### config.mk
export PLATFORM = sky130hd
export DESIGN_NAME = spi_master_controller
export DESIGN_NICKNAME = d
export VERILOG_FILES = /design/src/rtl/spi_master_controller.sv
export SDC_FILE = /design/constraint.sdc
export NUM_CORES = 1
export LEC_CHECK = 0
export ABC_AREA = 1
export CELL_PAD_IN_SITES_DETAIL_PLACEMENT = 1
export CELL_PAD_IN_SITES_GLOBAL_PLACEMENT = 2
export CORE_ASPECT_RATIO = 2
export CORE_MARGIN = 5
export CORE_UTILIZATION = 35
export DETAILED_ROUTE_END_ITERATION = 10
export HOLD_SLACK_MARGIN = 0.02
export PLACE_DENSITY = 0.86
export RECOVER_POWER = 100
export SYNTH_ARGS = -nofsm -noshare
export SYNTH_HDL_FRONTEND = slang
export SYNTH_SLANG_ARGS = --single-unit
export TNS_END_PERCENT = 30
### constraint.sdc
create_clock -name Clk -period 3.89 [get_ports Clk]
set_clock_uncertainty 0.2 [all_clocks]
set_input_delay 0.5835 -clock Clk [delete_from_list [all_inputs] [get_ports Clk]]
set_output_delay 0.5835 -clock Clk [all_outputs]
set_load 0.02 [all_outputs]
### src/rtl/spi_master_controller.sv
// spi_master_controller: memory-mapped SPI master (mode 0, one byte per transfer) for the 68k I/O window.
// Ports: Clk/Reset_L (async active-low); CPU side SPI_Enable_H, Address[3:1], WE_L, DataIn, DataOut, Dtack_L;
// IRQ_L active-low completion interrupt; SPI side SCLK_H, MOSI_H, MISO_H, SS_L[7:0].
module spi_master_controller (
  input  logic       Clk,
  input  logic       Reset_L,
  input  logic       SPI_Enable_H,
  input  logic [2:0] Address,
  input  logic       WE_L,
  input  logic [7:0] DataIn,
  output logic [7:0] DataOut,
  output logic       Dtack_L,
  output logic       IRQ_L,
  output logic       SCLK_H,
  output logic       MOSI_H,
  input  logic       MISO_H,
  output logic [7:0] SS_L
);
  typedef enum logic {IDLE, SHIFT} state_t;
  state_t state, state_n;
  logic en_q, strobe, wr, rd, wr_ctrl, wr_stat, wr_data, wr_ss;
  logic spie, spe, spie_n, spe_n, spif, wcol, spif_n, wcol_n, sclk, busy, start, half_end, done;
  logic [1:0] div;
  logic [3:0] cnt, hc, lim;
  logic [7:0] tx, rx, data_rx, ss, rd_val;
  // One register action per 68k cycle: act only on the rising edge of the select.
  assign strobe  = SPI_Enable_H & ~en_q;
  assign wr      = strobe & ~WE_L;
  assign rd      = strobe & WE_L;
  assign wr_ctrl = wr && Address == 3'd0;
  assign wr_stat = wr && Address == 3'd1;
  assign wr_data = wr && Address == 3'd2;
  assign wr_ss   = wr && Address == 3'd3;
  assign busy    = state == SHIFT;
  // Next-cycle CTRL values, so clearing SPE aborts in the same cycle as the write.
  assign spie_n  = wr_ctrl ? DataIn[7] : spie;
  assign spe_n   = wr_ctrl ? DataIn[6] : spe;
  assign start   = wr_data & spe & ~busy;
  // Half-period length minus one: 1/3/7/15 for DIV 0..3.
  assign lim     = {div == 2'd3, div >= 2'd2, div >= 2'd1, 1'b1};
  assign spif_n  = done | (spif & ~(wr_stat & DataIn[7]));
  assign wcol_n  = (wr_data & busy) | (wcol & ~(wr_stat & DataIn[6]));
  assign rd_val  = Address == 3'd0 ? {spie, spe, 4'b0, div} :
                   Address == 3'd1 ? {spif, wcol, 5'b0, busy} :
                   Address == 3'd2 ? data_rx :
                   Address == 3'd3 ? ss : 8'h00;
  assign SCLK_H  = sclk;
  assign MOSI_H  = tx[7];
  assign SS_L    = ss;
  always_ff @(posedge Clk or negedge Reset_L)
    if (!Reset_L) state <= IDLE;
    else state <= state_n;
  always_comb begin
    half_end = busy && cnt >= lim;
    done     = half_end && &hc && spe_n;
    state_n  = state == IDLE ? (start ? SHIFT : IDLE) : (!spe_n || done) ? IDLE : SHIFT;
  end
  always_ff @(posedge Clk or negedge Reset_L)
    if (!Reset_L) begin
      en_q    <= 1'b0;
      Dtack_L <= 1'b1;
      IRQ_L   <= 1'b1;
      DataOut <= 8'h00;
      spie    <= 1'b0;
      spe     <= 1'b0;
      div     <= 2'd0;
      spif    <= 1'b0;
      wcol    <= 1'b0;
      data_rx <= 8'h00;
      ss      <= 8'hFF;
      tx      <= 8'h00;
      rx      <= 8'h00;
      cnt     <= 4'd0;
      hc      <= 4'd0;
      sclk    <= 1'b0;
    end else begin
      en_q    <= SPI_Enable_H;
      Dtack_L <= ~SPI_Enable_H;
      IRQ_L   <= ~(spie_n & spif_n);
      spif    <= spif_n;
      wcol    <= wcol_n;
      if (rd) DataOut <= rd_val;
      if (wr_ctrl) begin
        spie <= DataIn[7];
        spe  <= DataIn[6];
        div  <= DataIn[1:0];
      end
      if (wr_ss) ss <= DataIn;
      if (done) data_rx <= rx;
      if (start) begin
        tx   <= DataIn;
        cnt  <= 4'd0;
        hc   <= 4'd0;
        sclk <= 1'b0;
      end else if (busy && !spe_n) sclk <= 1'b0;
      else if (half_end) begin
        cnt  <= 4'd0;
        hc   <= hc + 4'd1;
        sclk <= ~sclk;
        // Sample MISO on the rising SCLK edge, present the next MOSI bit on the falling one.
        if (!sclk) rx <= {rx[6:0], MISO_H};
        else tx <= {tx[6:0], 1'b0};
      end else if (busy) cnt <= cnt + 4'd1;
    end
endmodule

==> run_results.csv <==
group,metric,value,unit
synth,syn_inst,347,
min_path,hold_path.startpoint,"DataOut[5]",
min_path,hold_path_depth,2,
floorplanning,die_y,138,um
worst_setup_path,crit_required,3.89,ns
route,detail-route-antenna-nets,0,
sta,rsz0062_at_grt,"false",
placed_design,numPortBuffers,35,
sta,setup_slack,0.862,ns
status,status,"complete, but fails checks",
placed_design,dp_hpwl,6160,um
synth,synth_compound_area_frac,0.0651,
sta,hold_viol_final,0,
worst_setup_path,worstPathArrival,3.03,ns
synth,synth_top_area_frac,0.426,
grt,globalRouteOverflowTotal,0,
final_layout,drive_gt1_frac,0.110,
final_layout,insertedDiodeCount,0,
sta,fin_tns_setup,0,ns
sta,worst_pin_slew,2.15,ns
route,wl_per_cell,16.5,um
synth,synthAdderAreaFrac,0.0217,
floorplanning,dieArea,0.0103,mm2
route,viasPerCell,5.09,
placed_design,pre_cts_slack,1.08,ns
synth,synthesis.nets,368,
route,first_iter_violations,114,
cts,cts_buffers,9,
grt,grt_max_degree,40,
synth,yosys-top-cells-area,"dfrtp_1 (43%), nand2_1 (16%), dfstp_2 (9.1%), nand3_1 (7.8%), inv_1 (2.9%)",
cts,postCtsSetupRepairBufs,0,
status,failed_checks,"max-capacitance violations, max-slew violations",
worst_setup_path,crit_path_start_kind,"primary input",
power,p_leak,1.83,nW
floorplanning,io_pins,36,
synth,synthMuxAreaShare,0,
worst_setup_path,path_cells,"dlygate4sd3_1, nand2_1, nor2_1, nand3_1, nand3_1, nand2_1, nand3_1, nand2_1",
grt,antenna_found_initial,0,
cts,clock_latency,0.32,ns
final_layout,syn2layout_area_growth,22.8,%
cts,ctsHoldBuffers,0,
job,maxCapViolCount,1,
route,drc,0,
synth,avgSynthCellArea,8.30,um2
final_layout,layout.nets,408,
route,dr_total_vias,2495,
sta,relSlewSlack,-0.435,
sta,slew_viol_final,40,
synth,synth_top_family_by_area,"simple AND/OR/NAND/NOR gates",
worst_setup_path,cp_slowest_cell,"nand3_1",
sta,fmax,330,MHz
min_path,holdPathEnd,"DataOut[5]",
worst_setup_path,critPathMaxStageDelay,0.64,ns
grt,grt_pass1_wl,13300,um
floorplanning,core_area,0.00817,mm2
sta,post-route-period-util,0.778,
synth,synthXorXnorAreaFrac,0.00608,
cts,cts_tree,"yes",
cts,cts_max_path_buffers,2,
route,wirelength,8090,um
sta,setup_violations,0,
synth,synth_simple_gate_area_frac,0.339,
cts,cts.sinks,59,
cts,root_buffer,"clkbuf_16",
grt,grt_pass1_vias,2652,
worst_setup_path,cp_max_fo,20,
min_path,min_path_type,"reg -> reg",
worst_setup_path,r2r_start,"en_q",
synth,yosys.area.top_type,"dfrtp_1",
grt,grt_use_total,0.171,
worst_setup_path,timing.rr.end,"tx[4]",
floorplanning,die_w,74.2,um
power,ir_drop,0.000219,V
worst_setup_path,rr_worst_depth,8,
final_layout,fill_cells,985,
floorplanning,rows,47,
synth,synth_seq_cells,59,
synth,netlist_area,0.00288,mm2
power,power,1.58,mW
synth,yosysSeqAreaShare,0.517,
sta,post-route-min-period,3.03,ns
worst_setup_path,crit_type,"in -> reg",
cts,cts_resized,0,
floorplanning,start_util,0.353,
placed_design,place_congestion,0.845,
route,drt_pass1_iterations,4,
synth,yosys_warnings,0,
cts,htreeDepth,3,
cts,clkTransAtPathRegs,0.05,ns
worst_setup_path,ff2ff_setup_slack,1.32,ns
worst_setup_path,endpoint_kind,"flop",
synth,synth_cell_types,31,
power,powerDensity,448,mW/mm2
final cells by class:
class,count,area [um2],area share
Multi-Input combinational cell,254,1220,0.345
Clock inverter,3,15.0,0.00424
Clock buffer,13,240,0.0679
Sequential cell,59,1490,0.421
Tap cell,98,123,0.0347
Inverter,26,97.6,0.0276
Timing Repair Buffer,37,352,0.0994
critical path, delay by kind of cell:
family                 cells  cell delay [ns]
buffers and inverters      1             0.61
AND/OR/NAND/NOR            7             1.82
flip-flops by register name, indices dropped and copies added, names as in the netlist:
name,flops
en_q,1
rx,8
hc,4
spe,1
SS_L,8
spif,1
Dtack_L,1
tx,8
SCLK_H,1
spie,1
div,2
data_rx,8
busy,1
IRQ_L,1
wcol,1
cnt,4
DataOut,8
cells by family after synthesis:
logic type,after synthesis
buffers and inverters,34
adder cells (fa/ha/maj),5
flip-flops,59
AND/OR/NAND/NOR,213
XOR/XNOR,2
AO/OA/AOI/OAI,34
how the worst max path moves through the flow:
stage / to / start / cells after the start
after global routing: tx[7] / SPI_Enable_H / 8
final: tx[4] / SPI_Enable_H / 8
after global placement: tx[0] / Address[1] / 10
after floorplan: rx[0] / div[1] / 11
after detailed placement: cnt[1] / Address[1] / 10
after CTS: cnt[1] / Address[1] / 10
Yosys cell counts:
cell type  number
xor2_1          1
dfstp_2        10
nand2_4         3
buf_2           4
nand2_2         8
ha_1            5
inv_2           3
nor2_1         15
o2111ai_1       1
nand3_1        45
a22oi_1         1
nor2_4          2
nor2_2          5
nand3_2         3
a211oi_1        2
o21ai_2         1
buf_4           2
nand3b_1        1
nand4_1         9
buf_6           1
o22ai_1         2
o21ai_0        13
a21oi_1         6
o21ai_1         8
dfrtp_1        49
inv_1          22
or2_2           2
clkinv_1        1
clkbuf_2        1
nand2_1       120
xnor2_1         1
metrics by stage:
step                      instances  utilization  hold WS, ns  instance area (um2)
after global placement          474        0.405        0.259                 3310
after global routing            490        0.433        0.306                 3540
after detailed placement        474        0.405        0.263                 3310
final                           490        0.433        0.268                 3540
after CTS                       490        0.437        0.218                 3570
after floorplan                 347            -       0.0879                 2880
power by group:
group / switching, mW / internal (mW) / leakage (nW)
Clock: 0.261 / 0.427 / 0.127
Sequential: 0.0310 / 0.664 / 0.772
Combinational: 0.126 / 0.0750 / 0.927
routing by layer:
metal  up-vias  GRT usage  share of wire
met5         -          0              0
met4         0     0.0821          0.038
met3        15     0.0356          0.030
met2        43      0.310           0.56
met1      1224      0.176           0.37
li1       1213          -              -
cells in the final DEF, fill, tap and decap left out, types with 2 or more instances in the layout:
master	synthesis	layout
o22ai_1	2	2
nand2_4	3	2
inv_1	22	22
nor2_2	5	4
clkbuf_1	0	7
or2_2	2	2
nor2_1	15	16
nand3_2	3	2
o21ai_1	8	2
nor2_4	2	2
o21ai_0	13	19
dfstp_2	10	10
clkinv_2	0	3
nand4_1	9	9
nand3_1	45	46
dlygate4sd3_1	0	22
dfrtp_1	49	49
nand2_1	120	124
clkbuf_16	0	9
nand2_2	8	5
a211oi_1	2	2
clkdlybuf4s50_1	0	12
inv_2	3	3
ha_1	5	5
a21oi_1	6	6
(Power assumes the default switching activity.)
